===== config.mk =====
export PLATFORM = sky130hd
export DESIGN_NAME = xy_switch_alloc
export DESIGN_NICKNAME = d
export VERILOG_FILES = /design/src/rtl/xy_switch_alloc.sv
export SDC_FILE = /design/constraint.sdc
export NUM_CORES = 1
export LEC_CHECK = 0
export ABC_AREA = 1
export BUFFER_PORTS_ARGS = -buffer_cell sky130_fd_sc_hd__buf_2
export CORE_MARGIN = 2
export CORE_UTILIZATION = 35
export CTS_BUF_LIST = sky130_fd_sc_hd__clkbuf_4
export DETAILED_ROUTE_END_ITERATION = 10
export PLACE_DENSITY_LB_ADDON = 0.15
export SYNTH_ARGS = -nofsm -noshare
export SYNTH_HDL_FRONTEND = slang
export SYNTH_SLANG_ARGS = --single-unit

===== constraint.sdc =====
create_clock -name clk -period 3.8 [get_ports clk]
set_input_delay 0 -clock clk [delete_from_list [all_inputs] [get_ports clk]]
set_output_delay 0 -clock clk [all_outputs]
set_load 0.01 [all_outputs]

===== src/rtl/xy_switch_alloc.sv =====
// Switch allocator for a 5-port mesh router: XY route per input head flit,
// round-robin arbitration and credit tracking per output, registered crossbar controls.

module xy_sa_out #(
  parameter logic EN      = 1'b1,
  parameter int   CREDITS = 4
) (
  input  logic       clk,
  input  logic       rst,
  input  logic [4:0] req,
  input  logic       credit_ret,
  output logic [4:0] win,
  output logic       xbar_vld,
  output logic [2:0] xbar_sel,
  output logic       cerr_evt
);
  localparam logic [3:0] CMAX = 4'(CREDITS);

  logic [2:0] ptr;
  logic [3:0] credit;
  logic [3:0] sum;
  logic [2:0] idx, win_idx;
  logic       found;

  // rotate the search start by ptr, wrapping modulo 5
  always_comb begin
    found   = 1'b0;
    win_idx = '0;
    sum     = '0;
    idx     = '0;
    if (EN && credit != 4'd0) begin
      for (int k = 0; k < 5; k++) begin
        sum = {1'b0, ptr} + 4'(k);
        idx = (sum >= 4'd5) ? 3'(sum - 4'd5) : sum[2:0];
        if (!found && req[idx]) begin
          found   = 1'b1;
          win_idx = idx;
        end
      end
    end
  end

  assign win      = found ? (5'b00001 << win_idx) : 5'b00000;
  assign cerr_evt = credit_ret && !found && credit == CMAX;

  always_ff @(posedge clk) begin
    if (rst) begin
      ptr      <= '0;
      credit   <= CMAX;
      xbar_vld <= 1'b0;
      xbar_sel <= '0;
    end else begin
      xbar_vld <= found;
      xbar_sel <= win_idx;
      if (found) ptr <= (win_idx == 3'd4) ? 3'd0 : win_idx + 3'd1;
      if (found && !credit_ret)
        credit <= credit - 4'd1;
      else if (!found && credit_ret && credit != CMAX)
        credit <= credit + 4'd1;
    end
  end
endmodule

module xy_switch_alloc #(
  parameter int         X_ID     = 0,
  parameter int         Y_ID     = 0,
  parameter int         COORDW   = 2,
  parameter int         CREDITS  = 4,
  parameter logic [4:0] EN_PORTS = 5'b11111
) (
  input  logic              clk,
  input  logic              rst,
  input  logic [4:0]        req_valid,
  input  logic [5*COORDW-1:0] req_dst_x,
  input  logic [5*COORDW-1:0] req_dst_y,
  output logic [4:0]        gnt,
  output logic [4:0]        xbar_vld,
  output logic [14:0]       xbar_sel,
  input  logic [4:0]        credit_ret,
  output logic              route_err,
  output logic              credit_err
);
  logic [4:0][2:0] route;
  logic [4:0][4:0] req_m;
  logic [4:0][4:0] win_m;
  logic [4:0]      drop, cerr_evt;
  logic [4:0]      gnt_any;

  genvar gp, go;
  generate
    for (gp = 0; gp < 5; gp++) begin : g_in
      logic [COORDW-1:0] dx, dy;
      assign dx = req_dst_x[gp*COORDW +: COORDW];
      assign dy = req_dst_y[gp*COORDW +: COORDW];
      assign route[gp] = (dx > COORDW'(X_ID)) ? 3'd1 :
                         (dx < COORDW'(X_ID)) ? 3'd2 :
                         (dy > COORDW'(Y_ID)) ? 3'd4 :
                         (dy < COORDW'(Y_ID)) ? 3'd3 : 3'd0;
      // flits routed to a missing side are popped and discarded
      assign drop[gp] = req_valid[gp] && !EN_PORTS[route[gp]];
    end

    for (go = 0; go < 5; go++) begin : g_out
      for (gp = 0; gp < 5; gp++) begin : g_req
        assign req_m[go][gp] = req_valid[gp] && route[gp] == 3'(go);
      end
      xy_sa_out #(.EN(EN_PORTS[go]), .CREDITS(CREDITS)) u_out (
        .clk       (clk),
        .rst       (rst),
        .req       (req_m[go]),
        .credit_ret(credit_ret[go]),
        .win       (win_m[go]),
        .xbar_vld  (xbar_vld[go]),
        .xbar_sel  (xbar_sel[3*go +: 3]),
        .cerr_evt  (cerr_evt[go])
      );
    end
  endgenerate

  always_comb begin
    gnt_any = drop;
    for (int o = 0; o < 5; o++) gnt_any = gnt_any | win_m[o];
    gnt = rst ? 5'b00000 : gnt_any;
  end

  always_ff @(posedge clk) begin
    if (rst) begin
      route_err  <= 1'b0;
      credit_err <= 1'b0;
    end else begin
      if (|drop)     route_err  <= 1'b1;
      if (|cerr_evt) credit_err <= 1'b1;
    end
  end
endmodule

==> impl_metrics.tcl <==
set metrics [dict create \
    area_delta_synth_final_pct 22.21 \
    antenna_cells 0 \
    postSynthRegisterBits 42 \
    min_from "credit_ret[4]" \
    cts_max_path_buffers 2 \
    crit_required_ns 3.80 \
    place.gp.congestion 0.8409 \
    grt_pass1_wl_um 24420 \
    io_pins 59 \
    antenna_found_initial 0 \
    synthFlopType "dfxtp_1" \
    reg2reg_depth 25 \
    slew_viol_final 0 \
    clk_pin_slew_worst_paths_ns 0.14 \
    r2r-start "g_out[4].u_out.ptr[0]" \
    synth_top_area_cell "dfxtp_1" \
    worstMarginPinSlew_ns 0.9356 \
    slew_headroom 0.3756 \
    die_w_um 129.4 \
    post_drt_via_cell_ratio 4.812 \
    drv_cap 0 \
    antenna_left 0 \
    fmax_ghz 0.2798 \
    critPathArrivalTime_ns 3.57 \
    io_buffer_count 49 \
    critPathLaunchType "flop" \
    multi_input_area_um2 4360 \
    final_core_util 0.4408 \
    cts_buffers 5 \
    grt_pass1_vias 5132 \
    finalHoldViolations 0 \
    async_flop_share 0 \
    worst-setup-path-type "reg -> out" \
    synth_cells 896 \
    drt_iter0_markers 473 \
    cp_max_fo 5 \
    die_h_um 129.4 \
    syn_area_um2 5504 \
    synth_area_per_cell_um2 6.143 \
    start_util 0.3607 \
    yosys_warnings 0 \
    layout-drive-gt1-share 0.2802 \
    grt_usage 0.1792 \
    synthTopCellsByArea "dfxtp_1, nand2_1, ha_1, nand3_1, inv_1" \
    status "finished clean" \
    rows 45 \
    dp_hpwl_um 11790 \
    overflow 0 \
    period_minus_slack_ns 3.574 \
    synth-edff-count 0 \
    ys_seq_area_frac 0.1528 \
    hp-class "in -> reg" \
    h-tree-depth 2 \
    layout.nets 1064 \
    detailroute.via_count 5722 \
    coreArea_um2 15260 \
    drc_errors 0 \
    post-route-period-util 0.9404 \
    routed_wl_um 15310 \
    synth.lib_cells_used.distinct 46 \
    clock_latency_ns 0.37 \
    cts_sinks 42 \
    holdPathStages 5 \
    crit_path_end_kind "output pin" \
    cts_tree "yes" \
    dieArea_um2 16740 \
    avgRoutedWirePerCell_um 12.87 \
    ff_latch_area_um2 864.6 \
    finClkSkew_ns 0.01094 \
    fillers 1642 \
    synth.top_cell.area_share 0.1528 \
    drt_pass1_iterations 5 \
    grt_max_degree 32 \
    synth_common_cells "nand2_1, inv_1, nand3_1, nor2_1, ha_1" \
    startpoint "g_out[1].u_out.ptr[1]" \
    setup_viol 0 \
    yosysMostFrequentCell "nand2_1" \
    cts_root_buf "clkbuf_4" \
]
metal layers:
layer	GRT usage	routed length, um
met5	0	0
met4	0.03836	218
met3	0.02642	624
met2	0.2833	6823
met1	0.2587	7641
sequential cells by signal (all words and copies together), names as in the netlist:
name and flops:
g_out.u_out.credit 20, g_out.u_out.ptr 9, g_out.u_out.xbar_sel 9, g_out.u_out.xbar_vld 3
credit_err 1
layout make-up:
type,count,share of cell area
clock buffers,6,0.006696
clock inverters,2,0.005580
inverters,142,0.08389
multi-input cells,696,0.6483
flip-flops and latches,42,0.1285
well taps,211,0.03925
repair buffers,90,0.08780
worst paths after layout:
path / endpoint / slack (ns)
hold reg to reg: g_out[3].u_out.credit[3] / 0.49
hold / removal: g_out[4].u_out.credit[3] / 0.04
setup reg to reg: g_out[4].u_out.credit[3] / 0.32
setup / recovery: gnt[2] / 0.23
layout by cell type (no fill, tap or decap), drive strengths merged, types with 7 or more instances in the layout:
cell type	instances
dfxtp	42
o21ai	57
xnor2	7
a21oi	26
conb	9
inv	138
nand3b	8
nand4	27
nand2	256
ha	49
nor2	92
nand3	130
buf	87
per-stage QoR:
step / cells / hold WS (ns) / worst slack, ns / setup TNS, ns / area (um2)
floorplan: 904 / 0.2190 / 0.4569 / 0 / 5534
global placement: 1153 / 0.3768 / 0.2486 / 0 / 5968
detailed placement: 1153 / 0.3763 / 0.1874 / 0 / 5968
CTS: 1164 / 0.01840 / 0.004073 / 0 / 6088
global route: 1189 / 0.03456 / -0.04431 / -0.08300 / 6726
finish: 1189 / 0.03712 / 0.2265 / 0 / 6726
timing repair:
action,CTS,global route
hold buffers,3,0
hold endpoints to repair,5,0
buffers inserted,0,25
setup endpoints to repair,5,7
pin swaps,0,27
cloned,0,0
resized for setup,5,123
critical path: stages (launching register included):
cell and delay, ns:
dfxtp_4 0.42, ha_1 0.15, inv_1 0.05, fa_2 0.34, inv_2 0.08, nand2_2 0.08, inv_2 0.07, o22ai_1 0.07
buf_4 0.16, or2_2 0.29, nand2_2 0.10, nand3_4 0.09, o21ai_1 0.08, a21oi_1 0.06, o21ai_1 0.20, nand2_2 0.12
buf_4 0.15, ha_1 0.18, inv_1 0.05, nor2_1 0.04, nand2_1 0.07, nand3_1 0.07, nand2_1 0.07, inv_2 0.05
buf_2 0.13
kinds of logic (layout without fill, tap and decap cells):
group,count (synthesis),in the layout,synth area share
DFF,42,42,0.1528
other,1,9,0.0006813
xor gates and xnor gates,13,13,0.02341
AOI/OAI and AO/OA,97,97,0.09934
and+or+nand+nor,522,522,0.4599
buffers and inverters,166,240,0.1307
adders and majority gates,55,55,0.1332
Power is left out: the tool's default activity adds up to more than one toggle a clock period on the data nets, which glitch-free logic cannot reach.
